File: src/rtl/uart_rx_fifo_sync_fifo.sv
// Generic first-word-fall-through FIFO with wrap-bit pointers and a flush input.
// Shared between the UART receive and transmit paths.
module sync_fifo #(
    parameter int  DEPTH = 16,
    parameter int  WIDTH = 8,
    localparam int CNT_W = $clog2(DEPTH) + 1
) (
    input  logic             clk,
    input  logic             rst,
    input  logic             flush,
    input  logic             wr_en,
    input  logic [WIDTH-1:0] wr_data,
    input  logic             rd_en,
    output logic [WIDTH-1:0] rd_data,
    output logic             full,
    output logic             empty,
    output logic [CNT_W-1:0] count
);
    localparam int IDX_W = CNT_W - 1;

    logic [WIDTH-1:0] mem [DEPTH];
    logic [CNT_W-1:0] wr_ptr;
    logic [CNT_W-1:0] rd_ptr;
    logic             do_wr;
    logic             do_rd;

    function automatic logic [IDX_W-1:0] idx(input logic [CNT_W-1:0] ptr);
        return ptr[IDX_W-1:0];
    endfunction

    assign empty = (wr_ptr == rd_ptr);
    assign full  = (idx(wr_ptr) == idx(rd_ptr)) && (wr_ptr[CNT_W-1] != rd_ptr[CNT_W-1]);
    assign count = wr_ptr - rd_ptr;

    // A read in the same cycle frees the slot that a write into a full FIFO needs.
    assign do_rd = rd_en & ~empty & ~flush;
    assign do_wr = wr_en & (~full | do_rd) & ~flush;

    assign rd_data = mem[idx(rd_ptr)];

    always_ff @(posedge clk) begin
        if (do_wr) begin
            mem[idx(wr_ptr)] <= wr_data;
        end
    end

    always_ff @(posedge clk) begin
        if (rst || flush) begin
            wr_ptr <= '0;
            rd_ptr <= '0;
        end else begin
            if (do_wr) begin
                wr_ptr <= wr_ptr + CNT_W'(1);
            end
            if (do_rd) begin
                rd_ptr <= rd_ptr + CNT_W'(1);
            end
        end
    end
endmodule

File: src/rtl/uart_rx_fifo.sv
// Receive byte buffer behind the UART receiver: never stalls the line, drops
// bytes when full and records the loss in a sticky flag and saturating counter.
module uart_rx_fifo #(
    parameter int  DEPTH = 16,
    parameter int  WIDTH = 8,
    localparam int CNT_W = $clog2(DEPTH) + 1
) (
    input  logic             clk,
    input  logic             rst,
    input  logic [WIDTH-1:0] in_data,
    input  logic             in_valid,
    output logic             in_ready,
    output logic [WIDTH-1:0] out_data,
    output logic             out_valid,
    input  logic             out_ready,
    output logic [CNT_W-1:0] count,
    output logic             overflow,
    output logic [7:0]       drop_count,
    input  logic             overflow_clr,
    input  logic             flush
);
    logic push;
    logic pop;
    logic drop;
    logic full;
    logic empty;

    assign push      = in_valid & in_ready;
    assign pop       = out_valid & out_ready;
    assign out_valid = ~empty;

    // A flushed byte is simply lost, not accounted as a drop.
    assign drop = push & full & ~pop & ~flush;

    sync_fifo #(
        .DEPTH (DEPTH),
        .WIDTH (WIDTH)
    ) u_fifo (
        .clk     (clk),
        .rst     (rst),
        .flush   (flush),
        .wr_en   (push),
        .wr_data (in_data),
        .rd_en   (out_ready),
        .rd_data (out_data),
        .full    (full),
        .empty   (empty),
        .count   (count)
    );

    always_ff @(posedge clk) begin
        if (rst) begin
            in_ready <= 1'b0;
        end else begin
            in_ready <= 1'b1;
        end
    end

    // A drop in the same cycle as a clear leaves exactly that one drop recorded.
    always_ff @(posedge clk) begin
        if (rst) begin
            overflow   <= 1'b0;
            drop_count <= 8'd0;
        end else if (drop) begin
            overflow <= 1'b1;
            if (overflow_clr) begin
                drop_count <= 8'd1;
            end else if (drop_count != 8'hFF) begin
                drop_count <= drop_count + 8'd1;
            end
        end else if (overflow_clr) begin
            overflow   <= 1'b0;
            drop_count <= 8'd0;
        end
    end
endmodule

File: config.mk
export PLATFORM = sky130hd
export DESIGN_NAME = uart_rx_fifo
export DESIGN_NICKNAME = d
export VERILOG_FILES = /design/src/rtl/uart_rx_fifo_sync_fifo.sv /design/src/rtl/uart_rx_fifo.sv
export SDC_FILE = /design/constraint.sdc
export NUM_CORES = 1
export LEC_CHECK = 0
export CAP_MARGIN = 20
export CORE_MARGIN = 3
export CORE_UTILIZATION = 60
export DETAILED_ROUTE_END_ITERATION = 6
export MAX_ROUTING_LAYER = met4
export PLACE_DENSITY = 0.77
export SLEW_MARGIN = 20
export SYNTH_ARGS = -nofsm -noshare
export SYNTH_HDL_FRONTEND = slang
export SYNTH_SLANG_ARGS = --single-unit
File: constraint.sdc
create_clock -name clk -period 7.2 [get_ports clk]
set_clock_uncertainty 0.2 [all_clocks]
set_input_delay 0.72 -clock clk [delete_from_list [all_inputs] [get_ports clk]]
set_output_delay 0.72 -clock clk [all_outputs]
set_load 0.05 [all_outputs]
## Word level (Yosys, flattened, before mapping)

Memory sizes are Yosys's and may differ from the RTL's. A register that Yosys moved wholly into a read port is not among the register bits.
Cells that the tools add are included.

- Register bits: 20
- Word-level logic and storage cells: 43
- Memories: 1
- Memory bits (writable): 128
- Bits of input ports: 14
- Latch bits: 0
- ROM bits: 0

- $mul: 0
- Add/subtract/negate cells: 4
- Mux-type cells: 11
- Shift-type cells: 0
- Equal/unequal tests: 4
- Div/mod/pow operators: 0
- Bitwise gates (word level): 13
- Order comparisons: 0
- Reductions and logical operators: 5

Memory list:

| memory | words | width | read ports | clocked after Yosys merged registers in | wr ports | RTL line | text |
|---|---|---|---|---|---|---|---|
| u_fifo.mem | 16 | 8 | 1 | 1 | 1 | uart_rx_fifo_sync_fifo.sv:21 | `logic [WIDTH-1:0] mem [DEPTH];` |

Operators by type and width:

| kind | count |
|---|---|
| $mux W8 | 4 |
| $add A5 B1 Y5 const B | 2 |
| $add A8 B1 Y8 const B | 1 |
| $and A1 B1 Y1 | 8 |
| $mux W4 | 2 |
| $ne A8 B8 Y1 const B | 1 |
| $eq A5 B5 Y1 | 1 |
| $mux W1 | 5 |
| $sub A5 B5 Y5 | 1 |
| $eq A4 B4 Y1 | 1 |
| $not A1 Y1 | 4 |
| $reduce_bool A2 Y1 | 2 |
| $reduce_and A2 Y1 | 1 |
| $logic_and A1 B1 Y1 | 1 |
| $logic_or A1 B1 Y1 | 1 |
| $ne A1 B1 Y1 | 1 |
| $or A1 B1 Y1 | 1 |

## Longest topological paths before layout

Gate-level depths: netlist (run 1).

- Depth after elaboration: 9
- Gate-level depth with buffers: 7
- Mapped depth without buffers: 7

## By module

From an unflattened synthesis (run 1), not the netlist that was laid out.

- Cells, all modules: 369
- Area, all modules: 6221.0 µm²

By module, submodules not included:

| module | seq. area each (µm²) | cells each | instances | area an instance (µm²) |
|---|---|---|---|---|
| sync_fifo | 4124.0 | 306 | 1 | 5691.7 |
| uart_rx_fifo | 200.2 | 63 | 1 | 529.3 |

## Least setup slack after synthesis (run 1)

OpenSTA, ideal clock, no wires.

- Path type: reg2out
- From: reg u_fifo.wr_ptr[0]
- To: out count[4]
- Setup slack: 4.374 ns
- Cell stages (with the launch flop): 8
- Path buffers: 0
- Data arrival time: 1.906 ns
- Cells stage by stage: dfxtp_1 inv_1 ha_1 inv_1 fa_1 a21o_1 a21oi_1 xnor2_1

- Longest elaborated chain between the ends: 1

RTL lines:

| what | RTL line | text |
|---|---|---|
| start: declaration | uart_rx_fifo_sync_fifo.sv:22 | `logic [CNT_W-1:0] wr_ptr;` |
| start signal: assignment | uart_rx_fifo_sync_fifo.sv:53 | `wr_ptr <= wr_ptr + CNT_W'(1);` |
| $sub A5 B5 Y5 | uart_rx_fifo_sync_fifo.sv:33 | `assign count = wr_ptr - rd_ptr;` |
| end: declaration | uart_rx_fifo.sv:16 | `output logic [CNT_W-1:0] count,` |

No other way between the ends.

==> impl_results.md, run 1 <==
- Status: finished, final reports clean
- Worst min-delay path category: register to register
- Slowest-stage cell, CP: clkdlybuf4s50_1
- Vias/cell: about 6.2
- YS warnings: 0
- Biggest area consumer among synthesized cells: edfxtp_1
- Syn Inst Count: 360
- CTS Buf Count: 17
- Pins over their slew limit: 0
- Startpoint types: register
- Crit Path Category: register to primary output
- Layout cells sized above 1: ~18%
- Initial Util: ~62%
- Final wirelength: 12580 microns
- GRT overflow: 0
- Worst Max-Slew Pin Slew: 0.8881 ns
- Mean Syn Cell Area: 17.06 sq um
- Synth top area share: 62.59%
- Placed cell area: 6663 sq um
- Crit path buffers/inverters: 2
- P per Cell Area: 272.4 nW/um^2
- Worst-path clk slew: approximately 0.06 ns
- Routability congestion estimate from global placement: 0.8110
- CTS tree: done
- Area of the core: 9864 sq um
- Area growth syn-to-layout: 19.46%
- Min Clock Period, post-route: 3.992 ns
- Pwr Total: 1.998 mW
- Arr. time, crit path: 3.07 ns
- Top_reg_cell synth: edfxtp_1
- Worst path max stage delay: 0.72 ns
- Fin Setup TNS: 0 ns
- Full die area: between 10000 and 15000 sq um
- CP cell instances: buf_4 > mux4_2 > a22oi_1 > nand2_1 > clkdlybuf4s50_1
- H-tree levels: 4
- Fmax: about 0.25 GHz
- Post_cts resized: 0
- Most instantiated library cell after synthesis: edfxtp_1
- Ports: 38
- Hold Path Cell Cnt: 2
- Unrepaired setup endpoints after global routing: no
- Share of the yosys chip area belonging to registers: 70.42%
- Design Area, Final: 7336 sq um
- Setup slack, reg-to-reg: 3.88 ns
- CP required: 6.28 ns
- Worst r2r dst: u_fifo.mem[5][1]
- CTS Hold Bufs: 0
- Leakage: 2.370 nW
- Vias in the first global route: 3586
- Clock Sinks: 152
- Largest net degree at the start of global routing: 33
- DR vias: between 3000 and 4000
- Die Height: 107.2 microns
- ANT nets after route: 0
- DRT Pass-1 Iters: 5
- Ys async rst share: 0%
- Synth top area cells: edfxtp_1 (63%), mux4_2 (12%), dfxtp_1 (7.8%), ha_1 (2.0%), a22oi_1 (2.0%)
- Num rows: 36
- Worst ir drop on vdd: 0.1656 mV
- CP Max Fanout: 32
- Initial DRC Count: between 200 and 250
- Synth Cell Area: 6141 sq um
- Unique masters post-synth: 44
- DR WL/cell: 22.74 microns
- Number of synthesized flops with an enable pin: approximately 130
- Crit share post-route: 55.45%
- Final HPWL DP: 7817 microns
- Number of antenna violations at the first check in global routing: 1
- Die span in x: 107.2 microns
- # fillers: 581
- Synthesized Nets: 385
- Slew Limit Headroom: 40.58%
- PortBufs: 37
- First-pass GRT wire length: 20130 microns
- Worst flop-to-flop path startpoint: u_fifo.wr_ptr[2]
- Synthesized flop and latch total: 152
- R2R depth: 5
- # nets final: 431
- Post-CTS Setup Bufs: 0
- Worst skew pair latency: 0.53 ns
- Gr usage total: 25.18%
- Crit path max-delay family: buffers and inverters
- DP Worst Slack: 3.707 ns
- Hold Startpoint: overflow
- Root Buffer: clkbuf_8
- Clk buf depth: 2
- Final Hold Fails: 0
- Hold EP: overflow
- CP endpoint kind: primary output
- Commonest cells post-synth: edfxtp_1 (128), mux4_2 (32), dfxtp_1 (24), nor2_1 (24), a22oi_1 (16)
- Max_cap viols: 0
- DRC viols: 0
- Final setup fails: 0
- Final worst slack: ~3.2 ns
[layout make-up]
| cell class | count | area [sq um] | area share (%) |
|---|---|---|---|
| antenna | 1 | 2.502 | 0.03411 |
| clock buffer | 19 | 421.7 | 5.748 |
| clock inverter | 13 | 249.0 | 3.394 |
| inverter | 12 | 45.04 | 0.6140 |
| multi-input combinational | 182 | 1725 | 23.52 |
| sequential | 152 | 4325 | 58.96 |
| tap | 133 | 166.4 | 2.268 |
| timing repair buffer | 41 | 400.4 | 5.458 |
[worst max path at each step]
stage | startpoint | end | slack (ns) | cells past startpoint
floorplan | u_fifo.wr_ptr[0] | count[4] | 4.37 | 7
global placement | out_ready | u_fifo.mem[5][1] | 3.74 | 5
detailed placement | out_ready | u_fifo.mem[5][0] | 3.71 | 5
CTS | register | out_data[3] | 3.15 | 5
global route | register | out_data[7] | 3.04 | 5
finish | register | out_data[3] | 3.21 | 5
[layout by cell type, fill, tap and decap left out, types with 6 or more instances in the layout]
cell type,synthesis,layout
bufinv_16,0,7
a22oi_1,16,16
nor2_1,24,24
dfxtp_1,24,23
mux4_2,32,32
clkbuf_16,0,16
clkdlybuf4s50_1,0,37
edfxtp_1,128,128
ha_1,10,10
a21oi_1,12,12
inv_1,12,12
o21ai_0,6,6
nand2_1,15,15
[layer usage]
metal / vias to the layer above / wire length, microns / GRT usage, %
met4: 0 / 331 / 9.863
li1: 1528 / - / -
met3: 25 / 706 / 6.141
met5: - / 0 / -
met2: 139 / 6748 / 41.20
met1: 1733 / 4788 / 30.58
[flip-flops by register name, indices dropped and copies added, names as in the netlist, named ones only]
signal	count
u_fifo.mem	128
drop_count	8
in_ready	1
u_fifo.rd_ptr	5
u_fifo.wr_ptr	5
overflow	1
[metrics by stage]
stage,utilization (%),hold WS [ns],cells
floorplan,-,0.2813,360
global placement,67.54,0.2610,520
detailed placement,67.54,0.2631,520
CTS,74.34,0.2761,552
global route,74.37,0.3223,553
finish,74.37,0.2774,553
[power by group]
part           internal [mW]  switching, mW  leakage (nW)
clock network          0.667          0.330         0.324
registers              0.955       0.000822          1.35
logic                 0.0157         0.0299         0.700
total                   1.64          0.361          2.37
[tightest hold or removal path, stage by stage, from the launching register on]
cell and delay (ns):
dfxtp_1 0.31, nand2b_1 0.06, a21oi_1 0.06
[logic make-up (layout without fill, tap and decap cells)]
family / count (synthesis) / after routing / share of synthesized area (%)
XOR/XNOR: 10 / 10 / 1.548
other: 0 / 1 / 0
multiplexers: 35 / 35 / 12.25
AO/OA/AOI/OAI: 47 / 47 / 5.196
flip-flops: 152 / 152 / 70.42
buffers and inverters: 26 / 85 / 1.650
adder cells (fa/ha/maj): 11 / 11 / 2.364
AND/OR/NAND/NOR: 79 / 79 / 6.581
Power figures use the tool's default switching activity.
==> run 2: changes to the inputs <==
--- a/config.mk
+++ b/config.mk
@@ -7,10 +7,10 @@
 export LEC_CHECK = 0
 export CAP_MARGIN = 20
 export CORE_MARGIN = 3
-export CORE_UTILIZATION = 60
+export CORE_UTILIZATION = 59
 export DETAILED_ROUTE_END_ITERATION = 6
 export MAX_ROUTING_LAYER = met4
-export PLACE_DENSITY = 0.77
+export PLACE_DENSITY = 0.76
 export SLEW_MARGIN = 20
 export SYNTH_ARGS = -nofsm -noshare
 export SYNTH_HDL_FRONTEND = slang
==> constraint.sdc (replaced) <==
create_clock -name clk -period 3.7 [get_ports clk]
set_clock_uncertainty 0.2 [all_clocks]
set_input_delay 0.37 -clock clk [delete_from_list [all_inputs] [get_ports clk]]
set_output_delay 0.37 -clock clk [all_outputs]
set_load 0.05 [all_outputs]
==> impl_results.md, run 2 (synthesis gave the netlist of run 1 again) <==
- Status: finished, final reports clean
- DR vias: 3482
- Final HPWL DP: 8084 microns
- ANT nets after route: 0
- CP cell instances: buf_4 > mux4_2 > a22oi_1 > nand2_1 > clkdlybuf4s50_1
- Final Hold Fails: 0
- Worst min-delay path category: input port to register
- Largest net degree at the start of global routing: 33
- Vias in the first global route: 3621
- Full die area: 11670 sq um
- Worst flop-to-flop path startpoint: u_fifo.wr_ptr[2]
- Routability congestion estimate from global placement: between 0.8 and 0.9
- Slowest-stage cell, CP: clkdlybuf4s50_1
- Worst-path clk slew: 0.06 ns
- Area of the core: between 9000 and 10000 sq um
- Met3 Usage GRT: 6.746%
- Worst path max stage delay: 0.73 ns
- Worst ir drop on vdd: 0.4208 mV
- DR WL/cell: around 24 microns
- CP endpoint kind: primary output
- Ports: 38
- Num rows: 36
- Hold Startpoint: rst
- CTS Buf Count: 17
- Leakage: 2.367 nW
- CTS tree: done
- Fin Setup TNS: 0 ns
- Largest Register: u_fifo.mem
- Met2 Resource Use GR: 42.18%
- DRT Pass-1 Iters: 5
- First-pass GRT wire length: roughly 21000 microns
- Final setup fails: 0
- Commonest non-fill, non-tap cell in the layout: edfxtp_1
- CP Max Fanout: 11
- Number of antenna violations at the first check in global routing: 0
- Root Buffer: clkbuf_8
- Initial Util: 61.69%
- Crit Path Category: register to primary output
- Worst Max-Slew Pin Slew: 0.8798 ns
- Grt peak-use layer: met2
- Clk buf depth: 2
- # nets final: 435
- Post_cts resized: 0
- Max reg flops: 128
- Final wirelength: 13310 microns
- Worst r2r dst: u_fifo.mem[12][2]
- Hold Path Cell Cnt: 2
- Crit share post-route: 94.74%
- Arr. time, crit path: 2.94 ns
- Startpoint types: register
- Design Area, Final: 7327 sq um
- Most frequent cells in the layout: edfxtp_1 (128), clkdlybuf4s50_1 (37), mux4_2 (32)
- Worst skew pair latency: 0.53 ns
- M1 GR Usage: 34.09%
- Max_cap viols: 0
- # diodes: 0
- Slew Limit Headroom: ~41%
- Gr usage total: 26.21%
- Area growth syn-to-layout: 19.32%
- Pins over their slew limit: 0
- Die Height: 108.0 microns
- CP required: between 3 and 4 ns
- Die span in x: 108.0 microns
- Hold EP: in_ready
- Setup slack, reg-to-reg: around 0.43 ns
- Min Clock Period, post-route: 3.505 ns
- Clock Sinks: about 150
- # fillers: 606
- Vias/cell: 6.263
- Biggest regs: u_fifo.mem: 128 flops, drop_count: 8 flops
- Unrepaired setup endpoints after global routing: no
- Fmax: 0.2853 GHz
- PortBufs: 37
- CTS Hold Bufs: 0
- Pwr Total: 3.788 mW
- GRT overflow: 0
- Placed cell area: 6695 sq um
- DRC viols: 0
- Initial DRC Count: 289
- Post-CTS Setup Bufs: 0
- R2R depth: 5
- Layout cells sized above 1: between 10% and 20%
- P per Cell Area: 517.0 nW/um^2
- H-tree levels: 4
-- run 2: changes by cell type in the layout (fill, tap and decap cells not counted), sizes merged --
cell    delta
clkbuf     +4
bufinv     -2
buf        +4
diode      -1
inv        -1
clkinv     -1
-- run 2: how the worst max path moves through the flow --
stage	end	cells past startpoint	slack, ns
finish	out_data[2]	5	0.19
global route	count[4]	8	0.02
CTS	out_data[2]	5	0.02
detailed placement	u_fifo.mem[12][3]	5	0.45
global placement	u_fifo.mem[12][2]	5	0.52
floorplan	u_fifo.mem[0][0]	6	0.94
-- run 2: area by class of cell --
type / count / area (sq um) / area share [%]
clock buffers: 23 / 456.7 / 6.233
repair buffers: 45 / 442.9 / 6.045
well taps: 133 / 166.4 / 2.271
flip-flops and latches: 152 / 4328 / 59.07
inverters: 12 / 45.04 / 0.6148
clock inverters: 9 / 172.7 / 2.357
multi-input cells: 182 / 1715 / 23.41
-- run 2: per-layer routing --
layer	wire (microns)	part of all wire (%)
met5	0	0
met4	174	1.3
met3	911	6.8
met2	6799	51
met1	5421	41
-- run 2: worst max-delay path: cells and delay by family, from the launching register on --
kind            cells  cell delay [ns]
buf+inv             2             0.99
compound gates      1             0.27
simple gates        1             0.11
mux                 1             0.53
flops               1             0.50
-- run 2: per-stage QoR --
stage / worst slack (ns) / util (%) / cells / hold WS [ns]
6_report: 0.1947 / 73.60 / 556 / 0.2611
5_1_grt: 0.02301 / 73.60 / 556 / 0.2916
4_1_cts: 0.02379 / 73.58 / 556 / 0.2519
3_5_place_dp: 0.4537 / 67.26 / 524 / 0.2891
3_3_place_gp: 0.5226 / 67.26 / 524 / 0.2599
2_1_floorplan: 0.9444 / - / 360 / 0.2391
-- run 2: report_power, final --
part           switching, mW  internal [mW]  total, mW
Clock                  0.638           1.20       1.83
Sequential           0.00260           1.86       1.86
Combinational         0.0613         0.0315     0.0928
Total                  0.702           3.09       3.79
